===== src/rtl/sd_pkg.sv =====
// Shared SD data-path types and helpers used by the DAT receiver and transmitter benches.
package sd_pkg;

  typedef enum logic [2:0] {
    StIdle,
    StWaitStart,
    StDat,
    StCrc,
    StEndBit
  } dat_rx_state_e;

  localparam int unsigned CrcBits   = 16;
  localparam logic [15:0] Crc16Poly = 16'h1021;

  // Nibble k of a word: even k is the high nibble of byte k/2, odd k the low nibble.
  function automatic logic [31:0] place_nibble(input logic [31:0] word,
                                               input logic [2:0]  k,
                                               input logic [3:0]  nib);
    logic [31:0] res;
    logic [4:0]  base;
    res  = word;
    base = {k[2:1], ~k[0], 2'b00};
    res[base +: 4] = nib;
    return res;
  endfunction

endpackage


===== src/rtl/dat_read_if.sv =====
// DAT receive bus between the command/host side (master) and the dat_read block (slave).
interface dat_read_if;
  logic        start_i;
  logic        stop_i;
  logic [3:0]  dat_i;
  logic [31:0] dat_o;
  logic        dat_valid_o;
  logic        done_o;
  logic [3:0]  crc_err_o;
  logic        end_bit_err_o;
  logic        timeout_o;
  logic        busy_o;

  modport master (
    output start_i, stop_i, dat_i,
    input  dat_o, dat_valid_o, done_o, crc_err_o, end_bit_err_o, timeout_o, busy_o
  );

  modport slave (
    input  start_i, stop_i, dat_i,
    output dat_o, dat_valid_o, done_o, crc_err_o, end_bit_err_o, timeout_o, busy_o
  );
endinterface


===== src/rtl/counter.sv =====
// Generic up-counter with synchronous reset and clear.
module counter #(
  parameter int unsigned Width = 11
) (
  input  logic             clk_i,
  input  logic             rst_i,
  input  logic             clr_i,
  input  logic             en_i,
  output logic [Width-1:0] cnt_o
);

  logic [Width-1:0] cnt_q, cnt_d;

  always_comb begin
    cnt_d = cnt_q;
    if (clr_i) begin
      cnt_d = '0;
    end else if (en_i) begin
      cnt_d = cnt_q + 1'b1;
    end
  end

  always_ff @(posedge clk_i) begin
    if (rst_i) begin
      cnt_q <= '0;
    end else begin
      cnt_q <= cnt_d;
    end
  end

  assign cnt_o = cnt_q;

endmodule


===== src/rtl/crc16_read.sv =====
// Serial CRC16 (x^16+x^12+x^5+1, init 0) for one DAT line.
module crc16_read
  import sd_pkg::*;
(
  input  logic               clk_i,
  input  logic               rst_i,
  input  logic               clear_i,
  input  logic               en_i,
  input  logic               dat_ser_i,
  output logic [CrcBits-1:0] crc_o
);

  logic [CrcBits-1:0] crc_q, crc_d;
  logic               fb;

  always_comb begin
    fb    = dat_ser_i ^ crc_q[CrcBits-1];
    crc_d = crc_q;
    if (clear_i) begin
      crc_d = '0;
    end else if (en_i) begin
      crc_d = {crc_q[CrcBits-2:0], 1'b0} ^ (fb ? Crc16Poly : '0);
    end
  end

  always_ff @(posedge clk_i) begin
    if (rst_i) begin
      crc_q <= '0;
    end else begin
      crc_q <= crc_d;
    end
  end

  assign crc_o = crc_q;

endmodule


===== src/rtl/dat_read.sv =====
// SD 4-bit DAT block receiver: start bit, NumWords words, per-line CRC16, end bit.
// Optional start-bit timeout enabled by defining DAT_READ_TIMEOUT_EN.
module dat_read
  import sd_pkg::*;
#(
  parameter int unsigned NumWords      = 128,
  parameter int unsigned TimeoutCycles = 65536
) (
  input logic       sd_clk_i,
  input logic       rst_i,
  dat_read_if.slave bus
);

  localparam int unsigned   CntW    = 11;
  localparam logic [CntW-1:0] LastNib = CntW'(NumWords * 8 - 1);
  localparam logic [CntW-1:0] LastCrc = CntW'(CrcBits - 1);

  if (NumWords < 1 || NumWords > 256) begin : gen_bad_numwords
    $error("dat_read: NumWords must fit the 11-bit nibble counter");
  end
  if (TimeoutCycles < 2 || TimeoutCycles > 65536) begin : gen_bad_timeout
    $error("dat_read: TimeoutCycles must fit the 16-bit wait counter");
  end

  dat_rx_state_e   state_q;
  logic [CntW-1:0] cnt;
  logic            cnt_clr, cnt_en;
  logic            crc_clr, crc_en;
  logic [3:0][CrcBits-1:0] crc_calc;
  logic [3:0]      crc_bit;
  logic            start_ok, nibble_last, crc_last;

  logic [31:0] word_q, dat_q;
  logic        dat_valid_q, done_q, end_bit_err_q, timeout_q;
  logic [3:0]  crc_err_q;

`ifdef DAT_READ_TIMEOUT_EN
  localparam logic [15:0] TimeoutLast = 16'(TimeoutCycles - 1);
  logic [15:0] wait_cnt_q;
`endif

  assign start_ok    = bus.start_i && !bus.stop_i;
  assign nibble_last = (cnt == LastNib);
  assign crc_last    = (cnt == LastCrc);

  always_comb begin
    cnt_en  = 1'b0;
    cnt_clr = 1'b1;
    case (state_q)
      StDat: begin
        cnt_en  = 1'b1;
        cnt_clr = nibble_last || bus.stop_i;
      end
      StCrc: begin
        cnt_en  = 1'b1;
        cnt_clr = crc_last || bus.stop_i;
      end
      default: ;
    endcase
  end

  assign crc_clr = (state_q == StIdle) && start_ok;
  assign crc_en  = (state_q == StDat) && !bus.stop_i;

  counter #(
    .Width(CntW)
  ) u_bit_cnt (
    .clk_i (sd_clk_i),
    .rst_i (rst_i),
    .clr_i (cnt_clr),
    .en_i  (cnt_en),
    .cnt_o (cnt)
  );

  for (genvar l = 0; l < 4; l++) begin : gen_crc
    crc16_read u_crc (
      .clk_i     (sd_clk_i),
      .rst_i     (rst_i),
      .clear_i   (crc_clr),
      .en_i      (crc_en),
      .dat_ser_i (bus.dat_i[l]),
      .crc_o     (crc_calc[l])
    );
    // Received CRC arrives MSB first; 15 - cnt is the bitwise inverse of cnt[3:0].
    assign crc_bit[l] = crc_calc[l][~cnt[3:0]];
  end

  always_ff @(posedge sd_clk_i) begin
    if (rst_i) begin
      state_q       <= StIdle;
      word_q        <= '0;
      dat_q         <= '0;
      dat_valid_q   <= 1'b0;
      done_q        <= 1'b0;
      crc_err_q     <= '0;
      end_bit_err_q <= 1'b0;
      timeout_q     <= 1'b0;
`ifdef DAT_READ_TIMEOUT_EN
      wait_cnt_q    <= '0;
`endif
    end else begin
      dat_valid_q <= 1'b0;
      done_q      <= 1'b0;
      timeout_q   <= 1'b0;
      if (state_q != StIdle && bus.stop_i) begin
        state_q <= StIdle;
      end else begin
        case (state_q)
          StIdle: begin
            if (start_ok) begin
              state_q       <= StWaitStart;
              crc_err_q     <= '0;
              end_bit_err_q <= 1'b0;
`ifdef DAT_READ_TIMEOUT_EN
              wait_cnt_q    <= '0;
`endif
            end
          end
          StWaitStart: begin
            if (bus.dat_i == 4'h0) begin
              state_q <= StDat;
            end
`ifdef DAT_READ_TIMEOUT_EN
            else if (wait_cnt_q == TimeoutLast) begin
              state_q   <= StIdle;
              timeout_q <= 1'b1;
            end
            wait_cnt_q <= wait_cnt_q + 16'd1;
`endif
          end
          StDat: begin
            word_q <= place_nibble(word_q, cnt[2:0], bus.dat_i);
            if (cnt[2:0] == 3'd7) begin
              dat_q       <= place_nibble(word_q, cnt[2:0], bus.dat_i);
              dat_valid_q <= 1'b1;
            end
            if (nibble_last) begin
              state_q <= StCrc;
            end
          end
          StCrc: begin
            crc_err_q <= crc_err_q | (bus.dat_i ^ crc_bit);
            if (crc_last) begin
              state_q <= StEndBit;
            end
          end
          StEndBit: begin
            end_bit_err_q <= (bus.dat_i != 4'hF);
            done_q        <= 1'b1;
            state_q       <= StIdle;
          end
          default: state_q <= StIdle;
        endcase
      end
    end
  end

  assign bus.dat_o         = dat_q;
  assign bus.dat_valid_o   = dat_valid_q;
  assign bus.done_o        = done_q;
  assign bus.crc_err_o     = crc_err_q;
  assign bus.end_bit_err_o = end_bit_err_q;
  assign bus.timeout_o     = timeout_q;
  assign bus.busy_o        = (state_q != StIdle);

endmodule


===== src/flat_wrapper.sv =====
// flat-port wrapper written by rule: the top's interface ports become plain ports
module dat_read_flat import sd_pkg::*;
#(
  parameter int unsigned NumWords      = 128,
  parameter int unsigned TimeoutCycles = 65536
)
  (sd_clk_i, rst_i, bus_start_i, bus_stop_i, bus_dat_i, bus_dat_o, bus_dat_valid_o, bus_done_o, bus_crc_err_o, bus_end_bit_err_o, bus_timeout_o, bus_busy_o);
  dat_read_if bus_i ();
  input logic sd_clk_i;
  input logic rst_i;
  input wire logic [$bits(bus_i.start_i)-1:0] bus_start_i;
  input wire logic [$bits(bus_i.stop_i)-1:0] bus_stop_i;
  input wire logic [$bits(bus_i.dat_i)-1:0] bus_dat_i;
  output wire logic [$bits(bus_i.dat_o)-1:0] bus_dat_o;
  output wire logic [$bits(bus_i.dat_valid_o)-1:0] bus_dat_valid_o;
  output wire logic [$bits(bus_i.done_o)-1:0] bus_done_o;
  output wire logic [$bits(bus_i.crc_err_o)-1:0] bus_crc_err_o;
  output wire logic [$bits(bus_i.end_bit_err_o)-1:0] bus_end_bit_err_o;
  output wire logic [$bits(bus_i.timeout_o)-1:0] bus_timeout_o;
  output wire logic [$bits(bus_i.busy_o)-1:0] bus_busy_o;
  assign bus_i.start_i = bus_start_i;
  assign bus_i.stop_i = bus_stop_i;
  assign bus_i.dat_i = bus_dat_i;
  assign bus_dat_o = bus_i.dat_o;
  assign bus_dat_valid_o = bus_i.dat_valid_o;
  assign bus_done_o = bus_i.done_o;
  assign bus_crc_err_o = bus_i.crc_err_o;
  assign bus_end_bit_err_o = bus_i.end_bit_err_o;
  assign bus_timeout_o = bus_i.timeout_o;
  assign bus_busy_o = bus_i.busy_o;
  dat_read #(.NumWords(NumWords), .TimeoutCycles(TimeoutCycles)) u_core (.sd_clk_i(sd_clk_i), .rst_i(rst_i), .bus(bus_i));
endmodule

===== config.mk =====
export PLATFORM = sky130hd
export DESIGN_NAME = dat_read_flat
export DESIGN_NICKNAME = d
export VERILOG_FILES = /design/src/rtl/sd_pkg.sv /design/src/rtl/dat_read_if.sv /design/src/rtl/counter.sv /design/src/rtl/crc16_read.sv /design/src/rtl/dat_read.sv /design/src/flat_wrapper.sv
export SDC_FILE = /design/constraint.sdc
export NUM_CORES = 1
export LEC_CHECK = 0
export ABC_AREA = 1
export BUFFER_PORTS_ARGS = -buffer_cell sky130_fd_sc_hd__buf_2
export CAP_MARGIN = 10
export CORE_MARGIN = 1.5
export CORE_UTILIZATION = 62
export CTS_BUF_LIST = sky130_fd_sc_hd__clkbuf_8
export DETAILED_ROUTE_END_ITERATION = 8
export PLACE_DENSITY = 0.79
export SLEW_MARGIN = 10
export SYNTH_ARGS = -nofsm -noshare
export SYNTH_HDL_FRONTEND = slang
export SYNTH_SLANG_ARGS = --single-unit

===== constraint.sdc =====
create_clock -name sd_clk_i -period 5.1 [get_ports sd_clk_i]
set_input_delay 0.51 -clock sd_clk_i [delete_from_list [all_inputs] [get_ports sd_clk_i]]
set_output_delay 0.51 -clock sd_clk_i [all_outputs]
set_load 0.02 [all_outputs]

==> impl_metrics.tcl <==
set metrics [dict create \
    fin_nets 980 \
    diodes 0 \
    final_cells 1119 \
    leakagePower_nw 3.07 \
    firstDrtPassIters 5 \
    synth-edff-count 0 \
    cp_slowest_stage_delay_ps 630 \
    drive_above_1_share 0.124 \
    fillers 963 \
    worstPathArrival_ps 2870 \
    drt_wl_total_um 15900 \
    synth.most_common_cell "nand2_1" \
    dpl.cell_count 1088 \
    synthMuxAreaShare 0.00495 \
    numCtsBuffers 17 \
    grt_pass1_vias 5653 \
    gp_congestion 0.849 \
    setup_viol 0 \
    ys_ff_latch 149 \
    crit_fanout 34 \
    area_delta_synth_final_pct 8.10 \
    grt_overflow_total 0 \
    numPortBuffers 47 \
    synth_xor_area_frac 0.0179 \
    tns_ps 0 \
    grt_usage 0.288 \
    timing.hold.ws_ps 451 \
    synth_adder_area_share 0.00916 \
    dp_hpwl_um 9960 \
    synth_area_leaders "dfxtp_1 (44%), nand2_1 (12%), a21oi_1 (9.6%), o21ai_0 (6.2%), nand3_1 (5.7%)" \
    clkSinkCount 149 \
    path_buf_inv 2 \
    synthSimpleGateAreaFrac 0.227 \
    clk_path_buf_depth 2 \
    antenna_found_initial 0 \
    coreArea_mm2 0.0108 \
    synth.distinct_cells 40 \
    ys.flop_type "dfxtp_1" \
    dieArea_mm2 0.0117 \
    synthCells 950 \
    synth_compound_area_frac 0.202 \
    worst_setup_path_end_kind "flop" \
    worstPathCellList "ha_1 -> ha_1 -> inv_1 -> nor2_4 -> inv_2 -> a2bb2oi_1 -> nor2_1" \
    max_freq_mhz 391 \
    cts-resized-gates 0 \
    syn_area_mm2 0.00683 \
    crit_slowest_cell "nor2_4" \
    hold_violations 0 \
    vias_per_cell 5.53 \
    drc 0 \
    status "finished clean" \
    htreeDepth 4 \
    cts_root_buf "clkbuf_8" \
    synth_top_family_by_area "simple AND/OR/NAND/NOR gates" \
    grt_max_degree 88 \
    post_cts_buffers 0 \
    hold_class "reg2reg" \
    async_flop_share 0 \
    drv_slew 0 \
    max_cap_violations 0 \
    num_rows 38 \
    drt_iter0_markers 607 \
    path_class "reg2reg" \
    dieHeight_um 108 \
    ys_warn_count 0 \
    path_clk_slew_ps 80 \
    cts.hold.buffers_added 0 \
    yosysTopAreaCell "dfxtp_1" \
    cts_tree "built" \
    die_w_um 108 \
    fin_crit_ps 2550 \
    routedWlPerCell_um 14.2 \
    syn-num-nets 963 \
    clk_latency_ps 460 \
    p_per_area_mw_per_mm2 387 \
    rsz0062_at_grt "no" \
    vdd_ir_drop_max_v 0.000369 \
    synthTopCellsByCount "nand2_1 (221), dfxtp_1 (149), a21oi_1 (131)" \
    start_util 0.633 \
    finalCritPeriodShare 0.501 \
    vias 6186 \
    grt_pass1_wl_um 26500 \
    max_slew.worst_pin.slew_ps 796 \
    avgSynthCellArea_um2 7.19 \
    yosysTopAreaCellShare 0.437 \
    relSlewSlack 0.469 \
    crit_family "simple AND/OR/NAND/NOR gates" \
    seq_area_frac_synth 0.437 \
    io_pins 49 \
    fin_skew_ps 11.8 \
    worst_setup_path_start_kind "flop" \
    antenna_left 0 \
    path_common_cell "ha_1" \
    crit_required_ps 5420 \
]
metrics by stage:
| stage | power (mW) | util | setup slack, ps | area, um2 |
|---|---|---|---|---|
| after floorplan | 1.88 | - | 2950 | 6830 |
| after global routing | 3.02 | 0.684 | 2230 | 7380 |
| after detailed placement | 2.01 | 0.650 | 2600 | 7020 |
| final | 2.86 | 0.684 | 2550 | 7380 |
| after global placement | 2.00 | 0.650 | 2620 | 7020 |
| after CTS | 2.86 | 0.684 | 2590 | 7380 |
tightest hold or removal path, delay by kind of cell, from the launching register on:
family	cells	cell delay [ps]
flip-flops	1	310
AO/OA/AOI/OAI	1	50
buffers and inverters	1	40
placed cells by master (no fill, tap or decap), drive strengths merged, types with 9 or more instances in the layout:
cell,instances
xor2,9
buf,53
nor2,32
clkbuf,21
o21ai,99
nand4,9
nand3,80
a21oi,131
inv,109
dfxtp,149
nand2,225
o21bai,9
worst paths after layout:
kind                                                 from                      end  slack [ps]  cells past startpoint
worst min register to register    u_core.bus.crc_err_o[1]  u_core.bus.crc_err_o[1]         450                      2
worst min-delay path              u_core.bus.crc_err_o[1]  u_core.bus.crc_err_o[1]         450                      2
worst max-delay path            u_core.u_bit_cnt.cnt_o[0]     u_core.bus.dat_o[15]        2550                      7
worst max register to register  u_core.u_bit_cnt.cnt_o[0]     u_core.bus.dat_o[15]        2550                      7
cells by family after synthesis:
group           after synthesis
buf+inv                     165
other cells                   1
flops                       149
simple gates                356
compound gates              257
fa+ha+maj                     5
mux                           3
xor+xnor                     14
layer usage:
metal  vias to the layer above  track usage  share of wire
met4                         0        0.103          0.019
met1                      2860        0.387           0.47
li1                       3125            -              -
met2                       171        0.453           0.45
met5                         -            0              0
met3                        30       0.0699          0.056
report_power, final:
part / leakage [nW] / total [mW] / switching, mW / internal (mW)
sequential: 1.20 / 1.34 / 0.0686 / 1.27
combinational: 1.68 / 0.655 / 0.456 / 0.199
clock: 0.193 / 0.863 / 0.436 / 0.428
cell type report:
type / count / area [um2] / area share
tap: 140 / 175 / 0.0237
clock inverter: 10 / 80.1 / 0.0108
timing repair buffer: 53 / 280 / 0.0380
inverter: 110 / 413 / 0.0559
multi-input combinational: 636 / 3160 / 0.428
clock buffer: 21 / 289 / 0.0391
sequential: 149 / 2980 / 0.404
flip-flops by register name (all words and copies together), names as in the netlist:
name                        count
u_core.gen_crc.u_crc.crc_o     64
u_core.bus.dat_o               32
u_core.word_q                  32
u_core.u_bit_cnt.cnt_o         11
u_core.bus.crc_err_o            4
u_core.state_q                  3
u_core.bus.dat_valid_o          1
u_core.bus.done_o               1
u_core.bus.end_bit_err_o        1
Note: power is estimated with default switching activity, not from simulation.
